<file path="config.mk">
export PLATFORM = sky130hd
export DESIGN_NAME = regfile_wb_flat
export DESIGN_NICKNAME = d
export VERILOG_FILES = /design/src/rtl/regfile_wb_pkg.sv /design/src/rtl/regfile_wb_if.sv /design/src/rtl/regfile_wb_trace_fifo.sv /design/src/rtl/regfile_wb.sv /design/src/flat_wrapper.sv
export SDC_FILE = /design/constraint.sdc
export NUM_CORES = 2
export LEC_CHECK = 0
export CORE_ASPECT_RATIO = 1.75
export CORE_MARGIN = 2
export CORE_UTILIZATION = 40
export DETAILED_ROUTE_END_ITERATION = 10
export HOLD_SLACK_MARGIN = 0.12
export MAX_ROUTING_LAYER = met4
export PLACE_DENSITY_LB_ADDON = 0.25
export SETUP_SLACK_MARGIN = 0.3
export SLEW_MARGIN = 15
export SYNTH_ARGS = -nofsm -noshare
export SYNTH_HDL_FRONTEND = slang
export SYNTH_SLANG_ARGS = --single-unit
</file>
<file path="constraint.sdc">
create_clock -name clk -period 7.8 [get_ports clk]
set_input_delay 0.78 -clock clk [delete_from_list [all_inputs] [get_ports clk]]
set_output_delay 0.78 -clock clk [all_outputs]
set_load 0.1 [all_outputs]
</file>
<file path="src/rtl/regfile_wb_pkg.sv">
// Shared types and helpers for the register file / writeback block.
package regfile_pkg;

   localparam int DEF_XLEN = 32;
   localparam int DEF_NREG = 32;
   localparam int ZERO_REG = 0;

   // Address width for an n-entry structure; never narrower than one bit.
   function automatic int addr_w(input int n);
      return (n < 2) ? 1 : $clog2(n);
   endfunction

   localparam int DEF_AW = addr_w(DEF_NREG);

   typedef struct packed {
      logic [DEF_XLEN-1:0] pc;
      logic [DEF_AW-1:0]   wnum;
      logic [DEF_XLEN-1:0] wdata;
   } trace_t;

endpackage

</file>
<file path="src/rtl/regfile_wb_if.sv">
// Core-side bus of the register file: read ports, ALU/load commit inputs, debug trace.
interface regfile_wb_if
   import regfile_pkg::*;
#(
   parameter int XLEN = 32,
   parameter int NREG = 32,
   parameter int NRD  = 3
) ();
   localparam int AW = addr_w(NREG);

   logic [NRD*AW-1:0]   rd_addr;
   logic [NRD*XLEN-1:0] rd_data;
   logic                alu_we;
   logic [AW-1:0]       alu_waddr;
   logic [XLEN-1:0]     alu_wdata;
   logic [XLEN-1:0]     alu_pc;
   logic                ld_issue;
   logic [AW-1:0]       ld_rt;
   logic [XLEN-1:0]     ld_pc;
   logic [XLEN-1:0]     mem_rdata;
   logic                ld_pending;
   logic [XLEN-1:0]     debug_wb_pc;
   logic                debug_wb_rf_wen;
   logic [AW-1:0]       debug_wb_rf_wnum;
   logic [XLEN-1:0]     debug_wb_rf_wdata;
   logic                trace_ovf;

   modport master (
      output rd_addr, alu_we, alu_waddr, alu_wdata, alu_pc,
             ld_issue, ld_rt, ld_pc, mem_rdata,
      input  rd_data, ld_pending, debug_wb_pc, debug_wb_rf_wen,
             debug_wb_rf_wnum, debug_wb_rf_wdata, trace_ovf
   );

   modport slave (
      input  rd_addr, alu_we, alu_waddr, alu_wdata, alu_pc,
             ld_issue, ld_rt, ld_pc, mem_rdata,
      output rd_data, ld_pending, debug_wb_pc, debug_wb_rf_wen,
             debug_wb_rf_wnum, debug_wb_rf_wdata, trace_ovf
   );

endinterface

</file>
<file path="src/rtl/regfile_wb_trace_fifo.sv">
// Commit-trace queue: two ordered pushes and one pop per cycle, with a bypass
// so an empty queue hands the oldest new commit straight to the output.
module trace_fifo
   import regfile_pkg::*;
#(
   parameter int  TDEPTH  = 4,
   parameter type entry_t = trace_t
) (
   input  logic   clk,
   input  logic   resetn,
   input  logic   push0_i,
   input  entry_t push0_data_i,
   input  logic   push1_i,
   input  entry_t push1_data_i,
   output logic   out_valid_o,
   output entry_t out_data_o,
   output logic   ovf_o
);
   localparam int PW = addr_w(TDEPTH);
   localparam int CW = $clog2(TDEPTH + 1);

   entry_t        mem_q [TDEPTH];
   logic [PW-1:0] rd_ptr_q, rd_ptr_d, wr_ptr_q, wr_ptr_d;
   logic [CW-1:0] count_q, count_d, kept;
   logic          ovf_q, ovf_d;
   logic          pop, wr0, wr1;
   logic [1:0]    n_in, n_enq;
   entry_t        in_a, in_b, enq_a, enq_b;

   function automatic logic [PW-1:0] ptr_inc(input logic [PW-1:0] p);
      return (p == PW'(TDEPTH - 1)) ? '0 : p + PW'(1);
   endfunction

   // Order incoming commits, pick head or bypass, and decide which entries fit
   always_comb begin
      in_a = push0_data_i;
      in_b = push1_data_i;
      n_in = 2'd0;
      if (push0_i) begin
         n_in = push1_i ? 2'd2 : 2'd1;
      end else if (push1_i) begin
         in_a = push1_data_i;
         n_in = 2'd1;
      end
      pop         = (count_q != '0);
      out_valid_o = pop || (n_in != 2'd0);
      out_data_o  = pop ? mem_q[rd_ptr_q] : in_a;
      if (pop) begin
         enq_a = in_a;
         enq_b = in_b;
         n_enq = n_in;
      end else begin
         enq_a = in_b;
         enq_b = in_b;
         n_enq = (n_in == 2'd2) ? 2'd1 : 2'd0;
      end
      // the pop frees its slot before this cycle's pushes are placed
      kept     = count_q - CW'(pop);
      wr0      = (n_enq != 2'd0) && (kept < CW'(TDEPTH));
      wr1      = (n_enq == 2'd2) && (kept < CW'(TDEPTH - 1));
      ovf_d    = ovf_q || ((n_enq != 2'd0) && !wr0) || ((n_enq == 2'd2) && !wr1);
      count_d  = kept + CW'(wr0) + CW'(wr1);
      rd_ptr_d = pop ? ptr_inc(rd_ptr_q) : rd_ptr_q;
      wr_ptr_d = wr_ptr_q;
      if (wr1)      wr_ptr_d = ptr_inc(ptr_inc(wr_ptr_q));
      else if (wr0) wr_ptr_d = ptr_inc(wr_ptr_q);
   end

   // Entry storage
   always_ff @(posedge clk) begin
      if (resetn && wr0) mem_q[wr_ptr_q] <= enq_a;
      if (resetn && wr1) mem_q[ptr_inc(wr_ptr_q)] <= enq_b;
   end

   // Pointers, occupancy and sticky overflow
   always_ff @(posedge clk) begin
      if (!resetn) begin
         rd_ptr_q <= '0;
         wr_ptr_q <= '0;
         count_q  <= '0;
         ovf_q    <= 1'b0;
      end else begin
         rd_ptr_q <= rd_ptr_d;
         wr_ptr_q <= wr_ptr_d;
         count_q  <= count_d;
         ovf_q    <= ovf_d;
      end
   end

   assign ovf_o = ovf_q;

endmodule

</file>
<file path="src/rtl/regfile_wb.sv">
// Architectural register file with delayed load writeback, load-return read
// bypass and an in-order commit trace.
module regfile_wb
   import regfile_pkg::*;
#(
   parameter int XLEN   = 32,
   parameter int NREG   = 32,
   parameter int NRD    = 3,
   parameter int TDEPTH = 4
) (
   input  logic        clk,
   input  logic        resetn,
   regfile_wb_if.slave bus
);
   localparam int AW = addr_w(NREG);

   typedef struct packed {
      logic [XLEN-1:0] pc;
      logic [AW-1:0]   wnum;
      logic [XLEN-1:0] wdata;
   } entry_t;

   logic [XLEN-1:0] regs_q [NREG];
   logic            ld_pending_q, ld_pending_d;
   logic [AW-1:0]   pend_rt_q, pend_rt_d;
   logic [XLEN-1:0] pend_pc_q, pend_pc_d;
   logic            alu_commit;
   entry_t          ld_entry, alu_entry, trace_head;
   logic            trace_valid;
   logic            dbg_wen_q;
   entry_t          dbg_q;

   assign alu_commit = bus.alu_we && (bus.alu_waddr != AW'(ZERO_REG));
   assign ld_entry   = {pend_pc_q, pend_rt_q, bus.mem_rdata};
   assign alu_entry  = {bus.alu_pc, bus.alu_waddr, bus.alu_wdata};

   // Arm the pending slot for a load to a real register; anything else clears it
   always_comb begin
      ld_pending_d = bus.ld_issue && (bus.ld_rt != AW'(ZERO_REG));
      pend_rt_d    = pend_rt_q;
      pend_pc_d    = pend_pc_q;
      if (ld_pending_d) begin
         pend_rt_d = bus.ld_rt;
         pend_pc_d = bus.ld_pc;
      end
   end

   // Pending load slot
   always_ff @(posedge clk) begin
      if (!resetn) begin
         ld_pending_q <= 1'b0;
         pend_rt_q    <= '0;
         pend_pc_q    <= '0;
      end else begin
         ld_pending_q <= ld_pending_d;
         pend_rt_q    <= pend_rt_d;
         pend_pc_q    <= pend_pc_d;
      end
   end

   // Register array; the younger ALU write lands after the load so it wins
   always_ff @(posedge clk) begin
      if (!resetn) begin
         for (int i = 0; i < NREG; i++) regs_q[i] <= '0;
      end else begin
         if (ld_pending_q) regs_q[pend_rt_q]     <= bus.mem_rdata;
         if (alu_commit)   regs_q[bus.alu_waddr] <= bus.alu_wdata;
      end
   end

   // Read ports: r0, then returning load data, then the array
   always_comb begin
      bus.rd_data = '0;
      for (int k = 0; k < NRD; k++) begin
         if (bus.rd_addr[k*AW +: AW] == AW'(ZERO_REG))
            bus.rd_data[k*XLEN +: XLEN] = '0;
         else if (ld_pending_q && (bus.rd_addr[k*AW +: AW] == pend_rt_q))
            bus.rd_data[k*XLEN +: XLEN] = bus.mem_rdata;
         else
            bus.rd_data[k*XLEN +: XLEN] = regs_q[bus.rd_addr[k*AW +: AW]];
      end
   end

   trace_fifo #(
      .TDEPTH  (TDEPTH),
      .entry_t (entry_t)
   ) u_trace (
      .clk          (clk),
      .resetn       (resetn),
      .push0_i      (ld_pending_q),
      .push0_data_i (ld_entry),
      .push1_i      (alu_commit),
      .push1_data_i (alu_entry),
      .out_valid_o  (trace_valid),
      .out_data_o   (trace_head),
      .ovf_o        (bus.trace_ovf)
   );

   // Debug trace output register, one entry per cycle
   always_ff @(posedge clk) begin
      if (!resetn) begin
         dbg_wen_q <= 1'b0;
         dbg_q     <= '0;
      end else begin
         dbg_wen_q <= trace_valid;
         dbg_q     <= trace_valid ? trace_head : '0;
      end
   end

   assign bus.ld_pending        = ld_pending_q;
   assign bus.debug_wb_rf_wen   = dbg_wen_q;
   assign bus.debug_wb_pc       = dbg_q.pc;
   assign bus.debug_wb_rf_wnum  = dbg_q.wnum;
   assign bus.debug_wb_rf_wdata = dbg_q.wdata;

endmodule

</file>
<file path="src/flat_wrapper.sv">
// flat-port wrapper written by rule: the top's interface ports become plain ports
module regfile_wb_flat import regfile_pkg::*;
#(
   parameter int XLEN   = 32,
   parameter int NREG   = 32,
   parameter int NRD    = 3,
   parameter int TDEPTH = 4
)
  (clk, resetn, bus_rd_addr, bus_alu_we, bus_alu_waddr, bus_alu_wdata, bus_alu_pc, bus_ld_issue, bus_ld_rt, bus_ld_pc, bus_mem_rdata, bus_rd_data, bus_ld_pending, bus_debug_wb_pc, bus_debug_wb_rf_wen, bus_debug_wb_rf_wnum, bus_debug_wb_rf_wdata, bus_trace_ovf);
  regfile_wb_if #(.XLEN(XLEN), .NREG(NREG), .NRD(NRD)) bus_i ();
  input  logic clk;
  input  logic resetn;
  input wire logic [$bits(bus_i.rd_addr)-1:0] bus_rd_addr;
  input wire logic [$bits(bus_i.alu_we)-1:0] bus_alu_we;
  input wire logic [$bits(bus_i.alu_waddr)-1:0] bus_alu_waddr;
  input wire logic [$bits(bus_i.alu_wdata)-1:0] bus_alu_wdata;
  input wire logic [$bits(bus_i.alu_pc)-1:0] bus_alu_pc;
  input wire logic [$bits(bus_i.ld_issue)-1:0] bus_ld_issue;
  input wire logic [$bits(bus_i.ld_rt)-1:0] bus_ld_rt;
  input wire logic [$bits(bus_i.ld_pc)-1:0] bus_ld_pc;
  input wire logic [$bits(bus_i.mem_rdata)-1:0] bus_mem_rdata;
  output wire logic [$bits(bus_i.rd_data)-1:0] bus_rd_data;
  output wire logic [$bits(bus_i.ld_pending)-1:0] bus_ld_pending;
  output wire logic [$bits(bus_i.debug_wb_pc)-1:0] bus_debug_wb_pc;
  output wire logic [$bits(bus_i.debug_wb_rf_wen)-1:0] bus_debug_wb_rf_wen;
  output wire logic [$bits(bus_i.debug_wb_rf_wnum)-1:0] bus_debug_wb_rf_wnum;
  output wire logic [$bits(bus_i.debug_wb_rf_wdata)-1:0] bus_debug_wb_rf_wdata;
  output wire logic [$bits(bus_i.trace_ovf)-1:0] bus_trace_ovf;
  assign bus_i.rd_addr = bus_rd_addr;
  assign bus_i.alu_we = bus_alu_we;
  assign bus_i.alu_waddr = bus_alu_waddr;
  assign bus_i.alu_wdata = bus_alu_wdata;
  assign bus_i.alu_pc = bus_alu_pc;
  assign bus_i.ld_issue = bus_ld_issue;
  assign bus_i.ld_rt = bus_ld_rt;
  assign bus_i.ld_pc = bus_ld_pc;
  assign bus_i.mem_rdata = bus_mem_rdata;
  assign bus_rd_data = bus_i.rd_data;
  assign bus_ld_pending = bus_i.ld_pending;
  assign bus_debug_wb_pc = bus_i.debug_wb_pc;
  assign bus_debug_wb_rf_wen = bus_i.debug_wb_rf_wen;
  assign bus_debug_wb_rf_wnum = bus_i.debug_wb_rf_wnum;
  assign bus_debug_wb_rf_wdata = bus_i.debug_wb_rf_wdata;
  assign bus_trace_ovf = bus_i.trace_ovf;
  regfile_wb #(.XLEN(XLEN), .NREG(NREG), .NRD(NRD), .TDEPTH(TDEPTH)) u_core (.clk(clk), .resetn(resetn), .bus(bus_i));
endmodule
</file>
; ---- Word level (Yosys, flattened, before mapping)
; Memory sizes are Yosys's and may differ from the RTL's. A register that Yosys moved wholly into a read port is not among the register bits.
; Index checks and enable logic that the tools add are counted.
[classes]
addsub = 6
order_cmp = 2
eq_ne = 8
mux = 39
reduce_logical = 28
[op_table]
columns = operator, n
row1 = $mux W69, 4
row2 = $mux W32, 8
row3 = $reduce_or A32 Y1, 2
row4 = $mux W2, 10
row5 = $eq A5 B5 Y1, 3
row6 = $logic_not A5 Y1, 3
row7 = $mux W1, 15
row8 = $logic_and A1 B1 Y1, 11
row9 = $eq A2 B2 Y1 const B, 5
row10 = $mux W5, 2
row11 = $reduce_bool A5 Y1, 2
row12 = $add A2 B1 Y2 const B, 3
row13 = $add A3 B1 Y3, 2
row14 = $reduce_bool A2 Y1, 3
row15 = $logic_or A1 B1 Y1, 3
row16 = $lt A3 B2 Y1 const B, 1
row17 = $lt A3 B3 Y1 const B, 1
row18 = $reduce_bool A3 Y1, 1
row19 = $sub A3 B1 Y3, 1
row20 = $logic_not A1 Y1, 2
row21 = $reduce_and A2 Y1, 1
[totals]
register_bits = 116
ram_bits = 1300
inputBits = 157
output_inout_bits = 168
wordCells = 96
memories = 2
[mem_list]
columns = name, depth, width, rd, rd_ports_with_merged_regs, wr, line_no
row1 = u_core.regs_q, 32, 32, 3, 0, 32, regfile_wb.sv:23  ; logic [XLEN-1:0] regs_q [NREG];
row2 = u_core.u_trace.mem_q, 4, 69, 1, 1, 2, regfile_wb_trace_fifo.sv:22  ; entry_t mem_q [TDEPTH];

; ---- Logic depth before layout (Yosys ltp)
[depth]
ltp_word = 13
mapped_depth = 13
ltp_nobuf = 12

; ---- By module
; From an unflattened synthesis, not the netlist that was laid out.
[hier_totals]
hier_cells = 6154
area_unflattened_um2 = 85544.5
[by_module_without_submodules]
columns = mod, instances, cells_per_inst, area_per_inst_um2, seq_area_each_um2
row1 = regfile_wb, 1, 5068, 70422.5, 32911.6
row2 = trace_fifo, 1, 1086, 15122.0, 8488.1

; ---- Least setup slack after synthesis
; OpenSTA, ideal clock, no wires.
[synth_timing]
path_type = input to register
start = input port bus_alu_waddr[4]
end = memory u_core.u_trace.mem_q[0][0] in the netlist's numbering (enable)
setup_time_ns = 0.504
arrival_ns = 5.660
t_required_ns = 7.296
slack_ns = 1.636
cell_stages = 8
n_path_buf = 1
path_cell_list = or3_1 -> clkbuf_1 -> o31ai_4 -> ha_1 -> nand2b_1 -> nor4_4 -> a22oi_1 -> nor2b_1
[synth_rtl]
columns = element, line_no
row1 = start: declaration, flat_wrapper.sv:15  ; input wire logic [$bits(bus_i.alu_waddr)-1:0] bus_alu_waddr;
row2 = end: declaration, regfile_wb_trace_fifo.sv:22

; ---- Worst setup path in the final report
[layout_timing]
start = register u_core.pend_rt_q[1]
end = output port bus_rd_data[29]
[layout_between]
elab_chain_len = 4
[layout_lines]
columns = element, line_no
row1 = start: declaration, regfile_wb.sv:25  ; logic [AW-1:0] pend_rt_q, pend_rt_d;
row2 = start signal: assignment, regfile_wb.sv:56  ; pend_rt_q <= pend_rt_d;
row3 = $eq A5 B5 Y1, regfile_wb.sv:77  ; else if (ld_pending_q && (bus.rd_addr[k*AW +: AW] == pend_rt_q))
row4 = $logic_and A1 B1 Y1, regfile_wb.sv:77
row5 = $mux W32, regfile_wb.sv:77
row6 = $mux W32, regfile_wb.sv:75  ; if (bus.rd_addr[k*AW +: AW] == AW'(ZERO_REG))
row7 = end: declaration, flat_wrapper.sv:22  ; output wire logic [$bits(bus_i.rd_data)-1:0] bus_rd_data;
; Every way passes these cells.

==> impl_metrics.json <==
{
  "startpoint_type": "register",
  "grt_usage_pct": 39.0,
  "synthesis.area_um2": 86300,
  "clock_latency_ns": 0.84,
  "pwr-share-seq_pct": 39.1,
  "fin_setup_tns_ns": 0,
  "layout-drive-gt1-share_pct": 26.8,
  "yosysWarnings": 0,
  "fin_crit_sh_pct": 80.4,
  "synth-seq-cells": 1418,
  "cts_made_buffers": 148,
  "grt_max_degree": 145,
  "finalMaxSlewViolations": 0,
  "dr.pass1.iters": 6,
  "drv_cap": 0,
  "r2r_setup_slack_ns": 2.44,
  "timing.final.ws_setup_ns": 1.53,
  "syn_avg_cell_area_um2": 13.3,
  "p_per_area_nw_per_um2": 247,
  "hold_buffers": 0,
  "critical_path_arrival_ns": 5.49,
  "coreArea_um2": 215000,
  "async_reset_ff_share_pct": 0,
  "gp_congestion": 1.05,
  "r2r-start": "u_core.bus.ld_pending$_SDFF_PN0_",
  "drt_wl_total_um": 423000,
  "status": "complete, no violations",
  "clockBufferDepth": 4,
  "overflow": 0,
  "ff2ff_path_depth": 6,
  "cts_resized": 0,
  "finClkSkew_ns": 0.0597,
  "holdWs_ns": 0.500,
  "end_kind": "primary output",
  "pwr-share-clk_pct": 31.3,
  "clock.fmax_ghz": 0.160,
  "seq_area_frac_synth_pct": 48.0,
  "swShare_pct": 35.1,
  "die_w_um": 355,
  "reg2reg_to": "u_core.regs_q[24][27]$_DFFE_PP_",
  "worstMarginPinSlew_ns": 1.33,
  "cts.sinks": 1418,
  "crit_end": "bus_rd_data[29]",
  "grt_pass1_wl_um": 572000,
  "initial_core_util_pct": 40.2,
  "critPathMaxFanout": 14,
  "synth_ff_type": "edfxtp_1",
  "clkTransAtPathRegs_ns": 0.07,
  "antenna_left": 0,
  "crit_type": "reg2out",
  "p_leak_nw": 33.0,
  "setup_viol": 0,
  "antenna_found_initial": 42,
  "syn_inst": 6490,
  "die_area_um2": 220000,
  "place_hpwl_um": 253000,
  "peakVddDrop_mv": 0.342,
  "htree_levels": 4,
  "die_h_um": 618,
  "ios": 325,
  "total_power_mw": 24.1,
  "rsz0062_at_grt": "no",
  "fin_crit_ns": 6.27,
  "synth_edf_count": 1300,
  "grt_pass1_vias": 68700,
  "fin_nets": 6542,
  "post-place-ws_ns": 2.05,
  "synth_nets": 6662,
  "internal-power_mw": 15.6,
  "cts_tree": "yes",
  "area_growth_pct": 12.8,
  "synth_cell_type_count": 73,
  "p_sw_mw": 8.46,
  "io_buffers": 324,
  "hold_viol_final": 0,
  "worstPathRequired_ns": 7.02,
  "slew-limit-headroom_pct": 11.1,
  "rows": 225,
  "cp-startpoint": "u_core.pend_rt_q[1]$_SDFFE_PN0P_",
  "power_frac_comb_pct": 29.6,
  "fillerInstances": 19100,
  "drt_iter0_drc": 12400,
  "wl_per_cell_um": 45.1,
  "hold_class": "in2reg",
  "post_cts_buffers": 0,
  "viasPerCell": 7.57,
  "vias": 71000,
  "drcViolationCount": 0,
  "root_buffer": "clkbuf_16"
}
worst max-delay path, cell delays in order, from the launching register on:
cell     delay [ns]
dfxtp_1        0.95
xor2_1         0.14
nor4_1         0.74
nand3_1        0.61
nor2_4         0.95
buf_4          0.43
a221o_1        0.39
buf_4          0.36
how the worst min path moves through the flow:
stage                                             from  slack (ns)  cells after the start                                end
2_1_floorplan  u_core.u_trace.rd_ptr_q[1]$_SDFFE_PN0N_        0.46                      2                           register
3_3_place_gp   u_core.u_trace.rd_ptr_q[1]$_SDFFE_PN0N_        0.47                      2                           register
3_5_place_dp   u_core.u_trace.rd_ptr_q[1]$_SDFFE_PN0N_        0.51                      2                           register
4_1_cts                              bus_mem_rdata[21]        0.46                      3     u_core.regs_q[8][21]$_DFFE_PP_
5_1_grt                                  bus_ld_pc[20]        0.51                      3  u_core.pend_pc_q[20]$_SDFFE_PN0P_
6_report                                 bus_ld_pc[26]        0.50                      3  u_core.pend_pc_q[26]$_SDFFE_PN0P_
synthesized netlist by cell type, types with 40 or more instances:
cell type | number | area share [%]
nand2_1 | 626 | 2.7
a22oi_1 | 239 | 2.1
clkbuf_1 | 607 | 2.6
mux2_2 | 241 | 3.1
a22o_1 | 773 | 7.8
o22ai_1 | 46 | 0.33
nor2_1 | 203 | 0.88
edfxtp_1 | 1300 | 45
mux2_1 | 40 | 0.52
buf_1 | 92 | 0.40
a21oi_1 | 124 | 0.72
a221o_1 | 43 | 0.50
a211oi_1 | 91 | 0.79
o21ai_0 | 234 | 1.4
nor3_1 | 53 | 0.31
mux2i_1 | 297 | 3.4
buf_2 | 153 | 0.89
mux4_2 | 741 | 19
dfxtp_1 | 118 | 2.7
per-stage QoR:
stage / instance area, µm² / instances / utilization (%)
floorplan: 86300 / 6490 / -
global placement: 92300 / 9053 / 43.0
detailed placement: 92300 / 9054 / 43.0
CTS: 97100 / 9307 / 45.3
global route: 97300 / 9356 / 45.4
finish: 97300 / 9375 / 45.4
layout by cell type, fill, tap and decap left out, types with 43 or more instances in the layout:
cell             count
clkdlybuf4s50_1    207
a21oi_1            124
a221o_1             43
mux2i_1            296
clkbuf_16          152
a211oi_1            91
a22oi_1            239
o22ai_1             46
nor2_4              64
nor3_1              48
dfxtp_1            116
nand2_1            620
edfxtp_1          1300
diode_2             65
a22o_1             773
mux2_2             241
o21ai_0            234
buf_4              349
nor2_1             137
mux4_2             741
logic make-up (layout without fill, tap and decap cells):
group                      Yosys count  in the layout  share of synthesized area (%)
DFF                               1418           1418                           48.0
xor gates and xnor gates            18             18                          0.191
and+or+nand+nor                   1071           1071                           5.43
muxes                             1319           1319                           26.5
buffers and inverters              908            891                           4.36
adders and majority gates           15             15                          0.226
other                                0             65                              0
AOI/OAI and AO/OA                 1741           1741                           15.4
routing by layer:
layer  part of all wire [%]  track usage, %  vias to the layer above
met5                      0               -                        -
met4                     12            34.6                        0
met3                     15            15.1                     2564
met2                     43            55.5                     7121
met1                     31            41.9                    35200
li1                       -               -                    26100
power groups by stage:
| stage | sequential (mW) | clock, mW | combinational [mW] |
|---|---|---|---|
| floorplan | 10.5 | 0 | 3.81 |
| finish | 9.43 | 7.53 | 7.12 |
| CTS | 9.41 | 7.52 | 7.02 |
| global placement | 9.54 | 0 | 6.96 |
| global route | 9.47 | 7.73 | 7.29 |
| detailed placement | 9.57 | 0 | 6.99 |
sequential cells by signal, indices dropped and copies added, names as in the netlist, 3 cells and up, named ones only:
name / flops
u_core.u_trace.mem_q: 276
u_core.bus.debug_wb_rf_wdata: 32
u_core.pend_pc_q: 32
u_core.bus.debug_wb_pc: 32
u_core.pend_rt_q: 5
u_core.regs_q: 1024
u_core.bus.debug_wb_rf_wnum: 5
u_core.u_trace.count_q: 3
cell type report:
type                    count  area, µm²  share of cell area (%)
diodes                     65        163                   0.167
flip-flops and latches   1418      41400                    42.5
repair buffers            620       5520                    5.67
inverters                  18       67.6                  0.0694
well taps                2837       3550                    3.65
clock inverters            67        870                   0.893
multi-input cells        4164      41800                    43.0
clock buffers             186       3950                    4.06
No activity file was read; power rests on OpenSTA's default activity.
